### config.mk
export PLATFORM = sky130hd
export DESIGN_NAME = accum_warp_looper_bank_issue
export DESIGN_NICKNAME = d
export VERILOG_FILES = /design/src/rtl/accum_warp_looper_bank_issue.sv
export SDC_FILE = /design/constraint.sdc
export NUM_CORES = 1
export LEC_CHECK = 0
export BUFFER_PORTS_ARGS = -buffer_cell sky130_fd_sc_hd__buf_2
export CORE_UTILIZATION = 55
export DETAILED_ROUTE_END_ITERATION = 12
export GPL_ROUTABILITY_DRIVEN = 0
export PLACE_DENSITY = 0.86
export SETUP_SLACK_MARGIN = 0.02
export SLEW_MARGIN = 30
export SYNTH_ARGS = -nofsm -noshare
export SYNTH_HDL_FRONTEND = slang
export SYNTH_SLANG_ARGS = --single-unit
### constraint.sdc
create_clock -name i_clk -period 4.06 [get_ports i_clk]
set_input_delay 0.406 -clock i_clk [delete_from_list [all_inputs] [get_ports i_clk]]
set_output_delay 0.406 -clock i_clk [all_outputs]
set_load 0.01 [all_outputs]
### src/rtl/accum_warp_looper_bank_issue.sv
// Bank-conflict issue stage for one vector bundle.
// A bundle of VSIZE lane addresses is latched. It is then issued as one or more
// bank beats. In each beat, every SRAM bank serves the lowest-index lane that is
// still pending and maps to that bank. The bundle finishes when no lanes remain.
// A new bundle may be accepted in the same cycle that the last beat is acked, so
// dst_rdy shows no bubble between bundles.
module accum_warp_looper_bank_issue #(
  parameter int N_CFG = 16,
  parameter int ABW   = 16,
  parameter int VSIZE = 4,
  localparam int NBANK   = VSIZE,
  localparam int BBW     = $clog2(NBANK),
  localparam int NCFG_BW = $clog2(N_CFG + 1),
  localparam int LBW     = $clog2(VSIZE),
  localparam int RBW     = ABW - BBW
) (
  input  logic                   i_clk,
  input  logic                   i_rst,
  input  logic                   src_rdy,
  output logic                   src_ack,
  input  logic [NCFG_BW-1:0]     i_id,
  input  logic [ABW*VSIZE-1:0]   i_address,
  input  logic [VSIZE-1:0]       i_valid,
  input  logic                   i_retire,
  input  logic                   i_fin_dval,
  output logic                   dst_rdy,
  input  logic                   dst_ack,
  output logic [NCFG_BW-1:0]     o_id,
  output logic [RBW*NBANK-1:0]   o_bank_addr,
  output logic [LBW*NBANK-1:0]   o_bank_lane,
  output logic [NBANK-1:0]       o_bank_valid,
  output logic                   o_last,
  output logic                   o_retire,
  output logic                   fin_dval
);

  typedef enum logic {
    IDLE = 1'b0,
    BUSY = 1'b1
  } state_t;

  // Bundle register and the lanes still waiting to be issued
  state_t               state_reg,   state_next;
  logic [VSIZE-1:0]     pending_reg, pending_next;
  logic [NCFG_BW-1:0]   id_reg,      id_next;
  logic                 retire_reg,  retire_next;
  logic                 fin_reg,     fin_next;
  logic [ABW-1:0]       addr_reg  [VSIZE];
  logic [ABW-1:0]       addr_next [VSIZE];

  // Per-lane decode of the latched addresses
  logic [BBW-1:0]       lane_bank [VSIZE];
  logic [RBW-1:0]       lane_row  [VSIZE];

  // Lanes picked for the beat currently on the outputs
  logic [VSIZE-1:0]     sel_mask;
  logic [VSIZE-1:0]     remain_mask;
  logic                 busy;
  logic                 last_beat;
  logic                 load;

  assign busy = (state_reg == BUSY);

  // Lane decode and selection. A pending lane is issued this beat only when no
  // lower-index pending lane targets the same bank. That rule gives each bank at
  // most one lane per beat and keeps the lowest index first.
  genvar gi, gj;
  generate
    for (gi = 0; gi < VSIZE; gi++) begin : g_lane
      logic [VSIZE-1:0] conflict;

      assign lane_bank[gi] = addr_reg[gi][BBW-1:0];
      assign lane_row[gi]  = addr_reg[gi][ABW-1:BBW];

      for (gj = 0; gj < VSIZE; gj++) begin : g_cmp
        if (gj < gi) begin : g_lower
          assign conflict[gj] = pending_reg[gj] && (lane_bank[gj] == lane_bank[gi]);
        end else begin : g_upper
          assign conflict[gj] = 1'b0;
        end
      end

      assign sel_mask[gi] = pending_reg[gi] && !(|conflict);
    end
  endgenerate

  assign remain_mask = pending_reg & ~sel_mask;
  assign last_beat   = busy && (remain_mask == '0);

  // Per-bank output mux. The selection guarantees at most one hit per bank, so
  // OR-reducing the hit lanes gives that lane's index and row. A bank with no
  // hit drives zeros.
  generate
    for (gi = 0; gi < NBANK; gi++) begin : g_bank
      logic [VSIZE-1:0] hit;
      logic [LBW-1:0]   lane_sel;
      logic [RBW-1:0]   row_sel;

      for (gj = 0; gj < VSIZE; gj++) begin : g_hit
        assign hit[gj] = sel_mask[gj] && (lane_bank[gj] == BBW'(gi));
      end

      // Fold the single hit lane into its index and row
      always_comb begin
        lane_sel = '0;
        row_sel  = '0;
        for (int l = 0; l < VSIZE; l++) begin
          if (hit[l]) begin
            lane_sel = lane_sel | LBW'(l);
            row_sel  = row_sel | lane_row[l];
          end
        end
      end

      assign o_bank_valid[gi]              = |hit;
      assign o_bank_lane[gi*LBW +: LBW]    = lane_sel;
      assign o_bank_addr[gi*RBW +: RBW]    = row_sel;
    end
  endgenerate

  // Beat outputs depend only on registered state. The handshake outputs are
  // forced low while reset is asserted, so a bundle that is being discarded
  // cannot complete.
  assign dst_rdy  = busy;
  assign o_id     = id_reg;
  assign o_last   = last_beat;
  assign o_retire = retire_reg && last_beat;
  assign src_ack  = !i_rst && src_rdy && (!busy || (dst_ack && last_beat));
  assign fin_dval = !i_rst && dst_ack && last_beat && fin_reg;
  assign load     = src_ack;

  // Next-state: load a new bundle, retire issued lanes on an ack, or hold
  always_comb begin
    state_next   = state_reg;
    pending_next = pending_reg;
    id_next      = id_reg;
    retire_next  = retire_reg;
    fin_next     = fin_reg;
    for (int i = 0; i < VSIZE; i++) begin
      addr_next[i] = addr_reg[i];
    end

    if (load) begin
      state_next   = BUSY;
      pending_next = i_valid;
      id_next      = i_id;
      retire_next  = i_retire;
      fin_next     = i_fin_dval;
      for (int i = 0; i < VSIZE; i++) begin
        addr_next[i] = i_address[i*ABW +: ABW];
      end
    end else if (busy && dst_ack) begin
      pending_next = remain_mask;
      if (last_beat) begin
        state_next = IDLE;
      end
    end
  end

  // State register; reset drops any bundle in flight
  always_ff @(posedge i_clk) begin
    if (i_rst) begin
      state_reg   <= IDLE;
      pending_reg <= '0;
      id_reg      <= '0;
      retire_reg  <= 1'b0;
      fin_reg     <= 1'b0;
      for (int i = 0; i < VSIZE; i++) begin
        addr_reg[i] <= '0;
      end
    end else begin
      state_reg   <= state_next;
      pending_reg <= pending_next;
      id_reg      <= id_next;
      retire_reg  <= retire_next;
      fin_reg     <= fin_next;
      for (int i = 0; i < VSIZE; i++) begin
        addr_reg[i] <= addr_next[i];
      end
    end
  end

endmodule

Word-level counts from Yosys, hierarchy flattened
Memory sizes are Yosys's and may differ from the RTL's.
Cells that the tools add are included.
Word-level totals
  flip-flop bits (word level): 12
  memory bits (writable): 64
  output and inout bits: 78
  word-level logic and storage cells: 137
  memories: 1
Memories
  addr_reg: depth 4, bits a word 16, rd ports 4, clocked after Yosys merged registers in 0, write ports 4, line 48  | logic [ABW-1:0] addr_reg [VSIZE];
Operators by class
  eq/ne operators: 18
  muxes and demuxes: 41
  bitwise gates (word level): 18
  reductions and logical operators: 54
Operators by type and width (count)
  $mux W14: 16
  $or A14 B14 Y14: 12
  $mux W16: 4
  $mux W64: 1
  $logic_and A1 B1 Y1: 34
  $eq A2 B2 Y1 const B: 8
  $mux W2: 8
  $reduce_or A4 Y1: 4
  $eq A2 B2 Y1: 6
  $mux W1: 10
  $eq A2 B1 Y1 const B: 4
  $logic_not A2 Y1: 4
  $mux W4: 2
  $logic_not A1 Y1: 5
  $and A4 B4 Y4: 1
  $logic_not A4 Y1: 1
  $not A4 Y4: 1
  $or A1 B1 Y1: 4
  $reduce_bool A2 Y1: 2
  $reduce_or A3 Y1: 1
  $reduce_and A2 Y1: 1
  $reduce_or A2 Y1: 1
  $logic_or A1 B1 Y1: 1

Longest topological paths before layout
Gate-level depths: netlist of run 1.
An unclocked memory read counts as a cell.
  word-level depth: 15
  depth in mapped cells: 7
  gate-level depth less buffers: 6

Worst setup path before layout of run 1
No wires, ideal clock.
  path kind: reg2out
  from: memory addr_reg[0][1]
  to: output port o_bank_addr[19]
  data arrival time: 1.729 ns
  required time: 3.654 ns
  path slack: 1.925 ns
  cell stages (with the launch flop): 8
  buffers on the path: 2
  cells stage by stage: dfxtp_1 buf_2 xnor2_1 nand3_1 nand4_1 nor3_1 buf_2 a221o_1
RTL lines
  start, declared: line 48
  end, declared: line 29  | output logic [RBW*NBANK-1:0] o_bank_addr,

==> results by stage, run 1 <==
Detailed routing:
- For this block, the via count after detailed routing is around 4600.
- For this block, the initial DRC count from the detailed router was 421.
- The detail route stage leaves a number of antenna-violating nets equal to 0.
- The first-pass iteration count of the detailed router is 5.
- The mean routed wirelength per cell is about 20 µm.
- For this run, design rule violations remaining after detail routing come to 0.
- Summed over all layers, the routed wires come to between 10000 and 15000 µm.
- The via count normalized by instance count is 6.44.

Logic synthesis:
- Among all flip-flop cells after synthesis, the most frequent one is dfxtp_1.
- The async set-reset flop share out of synthesis is 0%.
- In this run the cell area of the synthesized design comes to ~0.0047 mm².
- Yosys printed 0 warnings.
- Yosys mapped the design onto 35 distinct sky130hd cell types.
- Yosys mapped a number of flops with a built-in enable equal to 0.
- The synthesized area per cell is a little under 10 µm².
- Counting flops and latches in the post-synthesis netlist gives 76.
- The number of nets in the synthesized netlist is roughly 550.
- The area share of the largest cell type after synthesis is approximately 33%.
- The synthesized netlist cell count is 470.
- For this run, the register share of the synthesized area comes to between 30% and 40%.
- Of all cell types, the one taking the most synthesized area is dfxtp_1.
- In the post-synthesis netlist, the biggest area contributors are dfxtp_1 33%, mux2_2 15%, a221o_1 12%, a22o_1 11%, nor2b_1 9.5%.

STA:
- The slew at the pin closest to its max-slew limit is approximately 800 ps.
- The final number of max-transition violations is 0.
- Setup violations remaining at the end of the flow were counted as 0.
- The final hold slack is between 200 and 300 ps.
- The number of hold-slack violations in the final timing report is 0.
- Setup repair after global routing left no endpoint under its margin.
- Measured against its own limit, the worst slew margin works out to around 47%.
- Adding up every negative setup slack in the final design gives 0 ps.
- The final worst-path cycle share is between 70 and 80%.
- Between clock sinks in the finished design, the worst skew comes to between 10 and 15 ps.
- The highest attainable clock frequency is approximately 320 MHz.
- The final critical delay including setup and external delays is 3170 ps.

Global routing:
- Entering global routing, the biggest net connects 45 pins.
- The via count of the first global-routing pass is ~4400.
- The first global-routing pass estimated roughly 22000 µm of wire.
- The total global-route track usage is between 30 and 40%.
- After global routing the overflow that remains totals 0.
- The initial antenna violation count came to 0.

Cells and area:
- The most common cell after layout, fill and taps aside is buf_2.
- Compared with the post-synthesis result, the final layout area differs by 21.6%.
- The flip-flop count of the largest register after layout is 64.
- 0 antenna diodes ended up in the layout.
- In the layout the commonest cells are 156 x buf_2, 76 x dfxtp_1, 70 x nor2b_1.
- At the end of the flow, the number of nets in the layout was 683.
- The share of final-layout standard cells stronger than drive strength 1 is a little over two fifths.

CTS:
- TritonCTS built the clock tree.
- The buffer type at the clock tree root is clkbuf_8.
- The number of buffers added by the clock tree synthesis step is 9.
- The number of buffers inserted by post-CTS setup repair is 0.
- The number of hold buffers added after CTS was 0.
- The deepest clock path buffer count is 2.
- The clock latency at the later pin of the worst-skew pair is approximately 350 ps.
- The count of cells resized by post-cts repair is 0.
- CTS saw 76 sinks.
- Clock-pin slew was measured on the worst setup and hold paths at ~90 ps.
- The H-tree generated during clock tree synthesis spans 3 levels.

Floorplan:
- From left edge to right edge, the die measures 94.0 µm.
- The initial standard-cell utilization of the core is between 50% and 60%.
- The core region is about 0.0082 mm².
- The floorplan step set the die height to 94.0 µm.
- The number of I/O pins is between 150 and 200.
- The die covers around 0.0088 mm².
- The initialized floorplan defines 33 standard-cell rows.

Power and ir drop:
- Net switching is roughly 32% of the power.
- The leakage component of the power is between 2 and 3 nW.
- The overall power consumption is 2.01 mW.
- The combinational share of power is roughly a quarter.
- The part of the total power dissipated in sequential elements is approximately 48%.
- The total internal power is about 1.4 mW.
- The analysis attributes to net switching a power of approximately 0.65 mW.
- The clock network fraction of design power is 29.0%.
- The worst voltage drop across the vdd grid is roughly 240 µV.
- The power per cell area is ~360 mW/mm².

Place:
- The count of input and output buffers is roughly 160.
- After legalization and detailed placement, the total HPWL measured 10200 µm.

Worst setup path:
- The cell at the slowest stage of the critical path is dfxtp_1.
- The required arrival time at the worst endpoint is between 3000 and 4000 ps.
- The most critical setup path has its startpoint at addr_reg[1][1]$_SDFFE_PP0P_.
- Walking the worst path, the cells encountered are xnor2_1, nand3_1, nand4_1, nor3_2, buf_4, a221o_1, buf_2.
- The type of origin of the critical path is a register.
- The largest stage delay on the critical path is approximately 630 ps.
- The critical path class is register to primary output.
- Data on the critical path arrives at its endpoint at between 2000 and 3000 ps.
- The launching point of the worst reg2reg path is addr_reg[1][1]$_SDFFE_PP0P_.
- The critical path's top delay family is simple AND/OR/NAND/NOR gates.
- The kind of end point of the critical path is a primary output.
- Setup slack on the worst reg-to-reg path comes out at approximately 1500 ps.
- The count of buffering cells on the critical path with inverters included is 2.
- In this run the worst path has a maximum fanout of 11.

Worst hold path:
- In this run the worst hold path is classified as primary input to register.
- The worst min-delay path startpoint is i_address[15].

Flow run:
- The tool flagged a number of max-cap violations equal to 0.

Status:
- The run finished with clean final reports.
-- cell usage after synthesis (8+ instances only) --
master    instances
dfxtp_1          76
nor2b_1          71
mux2_2           60
a22o_1           57
a221o_1          56
clkbuf_1         22
buf_2            13
nor2_1           13
mux2_1           11
xnor2_1          10
buf_6             8
or2_2             8
-- power by group through the flow --
stage / sequential, mW / clock, mW / combinational (mW)
6_report: 0.960 / 0.583 / 0.469
5_1_grt: 0.972 / 0.625 / 0.507
4_1_cts: 0.952 / 0.593 / 0.465
3_5_place_dp: 0.968 / 0 / 0.462
3_3_place_gp: 0.961 / 0 / 0.444
2_1_floorplan: 0.910 / 0 / 0.353
-- logic make-up (layout without fill, tap and decap cells) --
group | after synthesis | after routing | synth area share, %
AND/OR/NAND/NOR | 135 | 135 | 17.2
AO/OA/AOI/OAI | 124 | 124 | 24.7
flip-flops | 76 | 76 | 32.7
multiplexers | 72 | 72 | 17.4
buffers and inverters | 51 | 190 | 5.75
XOR/XNOR | 12 | 12 | 2.26
-- final cells by class --
class | instances | area [µm²]
flip-flops and latches | 76 | 1520
repair buffers | 167 | 863
clock inverters | 6 | 71.3
well taps | 105 | 131
clock buffers | 10 | 128
inverters | 7 | 26.3
fillers | 648 | 2550
multi-input cells | 343 | 2920
-- metal layers --
metal	vias to the layer above	share of wire, %	GRT usage, %
met1	2160	43	43.5
li1	2073	-	-
met5	-	0	0
met2	303	44	49.8
met4	0	3.7	15.1
met3	62	8.5	6.72
-- final timing paths --
kind,endpoint,depth (start not counted)
hold reg to reg,o_id[4]$_SDFFE_PP0P_,2
hold / removal,addr_reg[0][15]$_SDFFE_PP0P_,2
setup / recovery,o_bank_addr[48],7
setup reg to reg,addr_reg[3][11]$_SDFFE_PP0P_,6
-- metrics by stage --
stage	setup WS, ps	cell area (µm²)	util [%]	cells
2_1_floorplan	1920	4660	-	470
3_3_place_gp	1200	5440	66.2	698
3_5_place_dp	1040	5450	66.3	698
4_1_cts	643	5650	68.8	714
5_1_grt	744	5670	69.0	714
6_report	893	5670	69.0	714
(Power assumes the default switching activity.)
==> run 2: changes to the inputs <==
--- a/config.mk
+++ b/config.mk
@@ -6,10 +6,10 @@
 export NUM_CORES = 1
 export LEC_CHECK = 0
 export BUFFER_PORTS_ARGS = -buffer_cell sky130_fd_sc_hd__buf_2
-export CORE_UTILIZATION = 55
+export CORE_UTILIZATION = 46
 export DETAILED_ROUTE_END_ITERATION = 12
 export GPL_ROUTABILITY_DRIVEN = 0
-export PLACE_DENSITY = 0.86
+export PLACE_DENSITY = 0.77
 export SETUP_SLACK_MARGIN = 0.02
 export SLEW_MARGIN = 30
 export SYNTH_ARGS = -nofsm -noshare
==> constraint.sdc (replaced) <==
create_clock -name i_clk -period 2.55 [get_ports i_clk]
set_input_delay 0.255 -clock i_clk [delete_from_list [all_inputs] [get_ports i_clk]]
set_output_delay 0.255 -clock i_clk [all_outputs]
set_load 0.01 [all_outputs]
==> run 2 against run 1 <==
Net effect: critical path depth increased by 1; largest power group unchanged; count of clock-buffer cells in the layout did not move; clock power grew 70%; cell count up 6.3%; combinational power rose by 84%; first-iteration DRC count increased by 13%; wire length increased by 7.8%.
==> results by stage, run 2 (same netlist as run 1, synthesis figures left out) <==
Global routing:
- The first-pass GRT wire length is 21900 µm (was 22100 µm).
- The initial antenna violation count is 0 (unchanged).
- The met1 routing resource usage after global routing is 37.7% (was 43.5%).
- The remaining global-route overflow was 0 (unchanged).
- The total global-route track usage came to 27.2% (was 32.5%).
- The via count of the first global-routing pass came to 4302 (was 4445).
- The met3 usage in global routing is 4.47% (was 6.72%).
- The largest net degree at the start of global routing came to 59 (was 45).
- The most crowded layer after global routing is met2 (unchanged).
- The met2 track demand over resource in global routing is 41.9% (was 49.8%).

Detailed routing:
- The mean routed wirelength per cell came to 19.9 µm (was 19.6 µm).
- The final routed DRC violation total is 0 (unchanged).
- The first-pass iteration count of the detailed router is 5 (unchanged).
- The routed wire length is 15100 µm (was 14000 µm).
- The iteration-0 DRC count of the detailed router came to 477 (was 421).
- The total via count after detailed routing is 4680 (was 4598).
- The final antenna-violating net count came to 0 (unchanged).
- The via count normalized by instance count is 6.17 (was 6.44).

Power and ir drop:
- The leakage component of the power came to 2.83 nW (was 2.67 nW).
- The power per cell area is 561 mW/mm² (was 355 mW/mm²).
- The overall power consumption is 3.39 mW (was 2.01 mW).
- The worst voltage drop across the vdd grid is 368 µV (was 236 µV).

Worst hold path:
- The path class of the lowest-slack min-delay path is primary input to register (unchanged).
- The worst hold path stage count is 2 (unchanged).

Floorplan:
- The number of I/O pins came to 157 (unchanged).
- The overall die area came to 0.0105 mm² (was 0.00884 mm²).
- The placeable core region is 0.00977 mm² (was 0.00822 mm²).
- The total number of placement rows is 36 (was 33).
- The width of the chip came to 103 µm (was 94.0 µm).
- The initial standard-cell utilization of the core was 47.7% (was 56.7%).
- The vertical die dimension is 103 µm (was 94.0 µm).

Flow run:
- The number of max-cap violations is 0 (unchanged).

Worst setup path:
- The worst path arrival time is 2270 ps (was 2760 ps).
- The critical-path maximum fanout is 10 (was 11).
- The required arrival time at the worst endpoint is 2300 ps (was 3650 ps).
- The kind of end point of the critical path is a primary output (unchanged).
- The length in cells of the worst reg-to-reg path is 6 (unchanged).
- The type of origin of the critical path is a register (unchanged).
- The critical path class is register to primary output (unchanged).

STA:
- The number of endpoints failing setup at the final stage was 0 (unchanged).
- The final worst-path cycle share is ~100%.
- The final number of max-transition violations was 0 (unchanged).
- The number of hold-slack violations in the final timing report is 0 (unchanged).
- For this run, the top clock speed supported by timing is about 400 MHz.
- Counting I/O delays and the setup requirement, the final critical path takes 2530 ps.
- Unrepaired setup endpoints after global routing: true (was false).
- The slew at the pin closest to its max-slew limit is 675 ps (was 802 ps).
- The max-slew headroom at the worst pin was 54.6% (was 46.5%).
- The final worst clock skew is 10.0 ps (was 12.3 ps).

Cells and area:
- The net count of the finished layout is 701 (was 683).
- The sequential standard cell area is 0.00155 mm² (was 0.00152 mm²).
- The post-synthesis to final-layout area growth is 29.5% (was 21.6%).
- The share of final-layout standard cells stronger than drive strength 1 came to 47.8% (was 43.0%).
- The antenna diode count is 0 (unchanged).
- The most common cell after layout, fill and taps aside is buf_2 (unchanged).
- Most frequent cells in the layout: 156 x buf_2, 69 x nor2b_1, 66 x dfxtp_1 (was 156 x buf_2, 76 x dfxtp_1, 70 x nor2b_1).
- The end-of-flow core utilization is 61.8% (was 69.0%).
- The number of filler instances in the final layout is 874 (was 648).
- The area occupied by multi-input gates is 0.00303 mm² (was 0.00292 mm²).
- The flip-flop count of the largest register after layout is 64 (unchanged).

Place:
- The detailed placer's ending HPWL is 10200 µm (about the same).
- The count of input and output buffers was 156 (unchanged).

CTS:
- The number of hold buffers added after CTS was 0 (unchanged).
- The CTS tree is yes (unchanged).
- The clock latency at the later pin of the worst-skew pair is 350 ps (about the same).
- The buffer type at the clock tree root is clkbuf_8 (unchanged).
- The number of sinks on the clock net was 76 (unchanged).
- The number of H-tree levels is 3 (unchanged).
- The clock-pin slew on the worst setup and hold paths is 80 ps (was 90 ps).
- The number of buffers added by the clock tree synthesis step is 9 (unchanged).
- The deepest clock path buffer count was 2 (unchanged).

Status:
- Outcome: completed (unchanged).
-- run 2: cell types whose count changed in the layout (fill, tap and decap cells not counted), moves of 3 or more --
cell,previous run,this run
dfxtp_4,0,7
nor3_4,2,5
nor2_4,0,4
xnor2_2,0,6
buf_12,0,3
buf_4,11,23
nor2_2,3,0
xnor2_1,10,4
dfxtp_2,0,3
dfxtp_1,76,66
-- run 2: layout make-up --
cell class | instances | share of cell area, %
Multi-Input combinational cell | 343 | 50.1
Timing Repair Buffer | 185 | 17.6
Clock buffer | 10 | 2.11
Tap cell | 133 | 2.76
Inverter | 7 | 0.435
Clock inverter | 5 | 1.29
Sequential cell | 76 | 25.7
-- run 2: timing repair --
item	in CTS	in global routing
setup buffers	7	5
gates cloned	0	1
pin swaps	5	4
endpoints found under the setup margin	69	28
resized for setup	15	23
-- run 2: critical path: stages (launching register included) --
cell and delay [ps]:
dfxtp_4 390, xnor2_2 200, nand3_1 120, nand4_1 190, buf_6 150, nor3_4 50
buf_12 140, or4_4 510, buf_2 160
-- run 2: final timing paths --
kind / startpoint / to / slack (ps)
max: addr_reg[3][0]$_SDFFE_PP0P_ / o_bank_valid[0] / 20
min: i_address[27] / addr_reg[1][11]$_SDFFE_PP0P_ / 110
max reg2reg: addr_reg[0][0]$_SDFFE_PP0P_ / addr_reg[2][12]$_SDFFE_PP0P_ / 330
min reg2reg: o_id[4]$_SDFFE_PP0P_ / o_id[4]$_SDFFE_PP0P_ / 600
-- run 2: where the power goes --
group / internal, mW / switching (mW) / total (mW)
Clock: 0.543 / 0.448 / 0.992
Sequential: 1.33 / 0.205 / 1.53
Combinational: 0.464 / 0.400 / 0.864
-- run 2: layer usage --
metal  part of all wire (%)  routed length [µm]
met3                    8.9                1340
met1                     43                6510
met5                      0                   0
met4                    3.1                 462
met2                     45                6800
-- run 2: metrics by stage --
stage                     setup slack (ps)  std cells  setup TNS (ps)  area, µm²  hold slack (ps)
after floorplan                        491        470               0       4660              380
after CTS                             38.6        753               0       5870              104
after global routing                 -31.8        759           -81.9       6040              107
final                                 22.9        759               0       6040              111
after global placement               -16.0        731           -16.0       5540              459
after detailed placement             -45.8        731            -229       5560              464
==> run 3: changes to the inputs <==
--- a/config.mk
+++ b/config.mk
@@ -11,7 +11,7 @@
 export GPL_ROUTABILITY_DRIVEN = 0
 export PLACE_DENSITY = 0.77
 export SETUP_SLACK_MARGIN = 0.02
-export SLEW_MARGIN = 30
+export SLEW_MARGIN = 20
 export SYNTH_ARGS = -nofsm -noshare
 export SYNTH_HDL_FRONTEND = slang
 export SYNTH_SLANG_ARGS = --single-unit
==> constraint.sdc (replaced) <==
create_clock -name i_clk -period 2.55 [get_ports i_clk]
set_input_delay 0.255 -clock i_clk [delete_from_list [all_inputs] [get_ports i_clk]]
set_output_delay 0.255 -clock i_clk [all_outputs]
set_load 0.05 [all_outputs]
==> run 3 against run 2 <==
Net effect: cell count grew 1.7%; cell area grew 3.5%; utilization grew 2.2 points; sequential share of layout area shrank 0.83 points; hold slack gained 1.9 ps; largest power group unchanged.
==> results by stage, run 3 (same netlist as run 1, synthesis figures left out) <==
STA:
- Unrepaired setup endpoints after global routing: true (unchanged).
- The final worst clock skew is 8.20 ps (was 10.0 ps).
- The max-slew headroom at the worst pin was 54.2% (was 54.6%).
- The least setup slack across all paths after layout is 36.2 ps (was 22.9 ps).
- The slew at the pin closest to its max-slew limit is 682 ps (was 675 ps).
- The number of endpoints failing setup at the final stage was 0 (unchanged).
- The final worst-path cycle share was 98.6% (was 99.1%).
- The highest attainable clock frequency is 398 MHz (was 396 MHz).
- The final critical delay including setup and external delays is 2510 ps (was 2530 ps).
- The final number of max-transition violations is 0 (unchanged).
- The number of hold-slack violations in the final timing report is 0 (unchanged).

Detailed routing:
- The first-pass iteration count of the detailed router came to 5 (unchanged).
- The via count normalized by instance count came to 6.16 (was 6.17).
- The routed wire length is 15700 µm (was 15100 µm).
- The total via count after detailed routing was 4756 (was 4680).
- The final routed DRC violation total is 0 (unchanged).
- The final antenna-violating net count was 0 (unchanged).
- The mean routed wirelength per cell was 20.3 µm (was 19.9 µm).
- The iteration-0 DRC count of the detailed router is 356 (was 477).

Power and ir drop:
- The total internal power is 2.27 mW (was 2.33 mW).
- The clock network fraction of design power is 24.6% (was 29.3%).
- The leakage component of the power was 2.90 nW (was 2.83 nW).
- The worst voltage drop across the vdd grid is 316 µV (was 368 µV).
- The power per cell area is 579 mW/mm² (was 561 mW/mm²).
- The combinational share of power is 32.9% (was 25.5%).
- The switching share of power was 37.2% (was 31.1%).
- The part of the total power dissipated in sequential elements is 42.5% (was 45.2%).
- The switching power is 1.35 mW (was 1.05 mW).
- The overall power consumption is 3.62 mW (was 3.39 mW).

Floorplan:
- The overall die area was 0.0105 mm² (unchanged).
- The initial standard-cell utilization of the core came to 47.7% (unchanged).
- The number of I/O pins was 157 (unchanged).
- The vertical die dimension came to 103 µm (unchanged).
- The width of the chip is 103 µm (unchanged).
- The placeable core region is 0.00977 mm² (unchanged).
- The total number of placement rows is 36 (unchanged).

Worst setup path:
- The length in cells of the worst reg-to-reg path is 7 (was 6).
- The cell that appears most often on the critical path is buf_6.
- The kind of end point of the critical path is a primary output (unchanged).
- The count of buffering cells on the critical path with inverters included is 3 (unchanged).
- The cell at the slowest stage of the critical path is dfxtp_4 (was or4_4).
- The register-to-register setup slack is 300 ps (was 330 ps).
- The critical path class is register to primary output (unchanged).
- The launching point of the worst reg2reg path is addr_reg[2][0]$_SDFFE_PP0P_ (was addr_reg[0][0]$_SDFFE_PP0P_).
- The largest stage delay on the critical path was 400 ps (was 510 ps).
- The required arrival time at the worst endpoint is 2300 ps (about the same).
- The critical-path maximum fanout came to 9 (was 10).
- The destination of the worst register-to-register timing path was addr_reg[1][13]$_SDFFE_PP0P_ (was addr_reg[2][12]$_SDFFE_PP0P_).
- The critical path's top delay family is buffers and inverters (was simple AND/OR/NAND/NOR gates).
- Worst path cell trace: xnor2_2, nand3_1, nand4_1, buf_4, nor3_4, buf_6, a221o_1, buf_6 (was xnor2_2, nand3_1, nand4_1, buf_6, nor3_4, buf_12, or4_4, buf_2).
- The worst path arrival time came to 2260 ps (was 2270 ps).
- The type of origin of the critical path is a register (unchanged).

Worst hold path:
- The destination of the worst hold path is addr_reg[0][15]$_SDFFE_PP0P_ (was addr_reg[1][11]$_SDFFE_PP0P_).
- The path class of the lowest-slack min-delay path is primary input to register (unchanged).
- The worst hold path stage count is 2 (unchanged).
- The worst min-delay path startpoint was i_address[15] (was i_address[27]).

Flow run:
- The number of max-cap violations is 0 (unchanged).

Cells and area:
- The post-synthesis to final-layout area growth was 34.1% (was 29.5%).
- The share of final-layout standard cells stronger than drive strength 1 is 48.8% (was 47.8%).
- The antenna diode count is 0 (unchanged).
- The non-filler instance count after layout is 772 (was 759).
- The most common cell after layout, fill and taps aside is buf_2 (unchanged).
- Most frequent cells in the layout: 119 x buf_2, 70 x nor2b_1, 66 x dfxtp_1 (was 156 x buf_2, 69 x nor2b_1, 66 x dfxtp_1).
- The number of filler instances in the final layout is 821 (was 874).
- The net count of the finished layout is 713 (was 701).
- The flip-flop count of the largest register after layout was 64 (unchanged).

Status:
- Outcome: completed (unchanged).

CTS:
- The deepest clock path buffer count is 2 (unchanged).
- The clock-pin slew on the worst setup and hold paths is 80 ps (about the same).
- The CTS tree is yes (unchanged).
- The clock latency at the later pin of the worst-skew pair came to 350 ps (about the same).
- The number of H-tree levels came to 3 (unchanged).
- The buffer type at the clock tree root was clkbuf_8 (unchanged).
- The number of buffers added by the clock tree synthesis step is 9 (unchanged).
- The number of sinks on the clock net was 76 (unchanged).

Place:
- The total instance count after detailed placement is 738 (was 731).
- The count of input and output buffers is 156 (unchanged).
- The detailed placer's ending HPWL is 10500 µm (was 10200 µm).
- The pre-CTS worst setup slack is -184 ps (was -45.8 ps).

Global routing:
- The first-pass GRT wire length is 23200 µm (was 21900 µm).
- The remaining global-route overflow came to 0 (unchanged).
- The initial antenna violation count is 0 (unchanged).
- The largest net degree at the start of global routing is 46 (was 59).
- The total global-route track usage is 29.0% (was 27.2%).
- The via count of the first global-routing pass came to 4498 (was 4302).
-- run 3: cell count changes in the layout (fill, tap and decap cells not counted), moves of 2 or more --
| cell | change |
|---|---|
| nor2_1 | +2 |
| clkbuf_8 | +3 |
| clkbuf_4 | +14 |
| nand3_1 | -2 |
| buf_4 | +27 |
| nand3_2 | +2 |
| buf_2 | -37 |
| nor2_4 | -2 |
| bufinv_16 | -2 |
| buf_6 | +8 |
-- run 3: how the worst max path moves through the flow --
| stage | from | end | slack [ps] | cells after the start |
|---|---|---|---|---|
| 5_1_grt | addr_reg[2][0]$_SDFFE_PP0P_ | o_bank_addr[26] | -70 | 8 |
| 6_report | addr_reg[2][0]$_SDFFE_PP0P_ | o_bank_addr[26] | 40 | 8 |
| 3_5_place_dp | addr_reg[3][1]$_SDFFE_PP0P_ | o_bank_addr[40] | -180 | 6 |
| 4_1_cts | addr_reg[2][1]$_SDFFE_PP0P_ | o_bank_valid[0] | 20 | 6 |
| 2_1_floorplan | addr_reg[1][0]$_SDFFE_PP0P_ | fin_dval | 270 | 6 |
| 3_3_place_gp | addr_reg[0][1]$_SDFFE_PP0P_ | o_bank_addr[28] | 3 | 6 |
-- run 3: stage by stage --
step           hold slack, ps  area, µm²  utilization [%]  TNS (ps)
6_report                  113       6250             63.9         0
5_1_grt                  89.4       6250             63.9      -585
4_1_cts                  99.5       5960             61.0         0
3_5_place_dp              468       5590             57.2     -2820
3_3_place_gp              460       5590             57.2         0
2_1_floorplan             380       4660                -         0
-- run 3: power by group through the flow --
stage	registers [mW]	logic (mW)	clock network, mW
after detailed placement	1.54	1.04	0
after floorplan	1.48	0.800	0
after global placement	1.52	1.02	0
after CTS	1.52	1.09	0.903
final	1.54	1.19	0.891
after global routing	1.56	1.25	0.958
-- run 3: timing repair --
action                     in CTS  in global routing
setup endpoints to repair      69                 62
resized for setup              32                 70
pin swaps                       6                  7
hold buffers                    0                  0
setup buffers                   6                 11
cloned                          1                  0
-- run 3: per-layer routing --
layer / vias to the layer above / GRT usage [%] / wire (µm)
li1: 2134 / - / -
met1: 2258 / 37.6 / 6360
met3: 64 / 6.64 / 1440
met5: - / 0 / 0
met2: 300 / 45.5 / 7200
met4: 0 / 14.0 / 682
-- run 3: layout make-up --
type                    instances  area [µm²]  share of cell area [%]
clock buffers                  13         169                    2.70
multi-input cells             343        3030                    48.5
well taps                     133         166                    2.66
inverters                       7        26.3                   0.421
repair buffers                197        1280                    20.5
flip-flops and latches         76        1550                    24.9
clock inverters                 3        20.0                   0.320
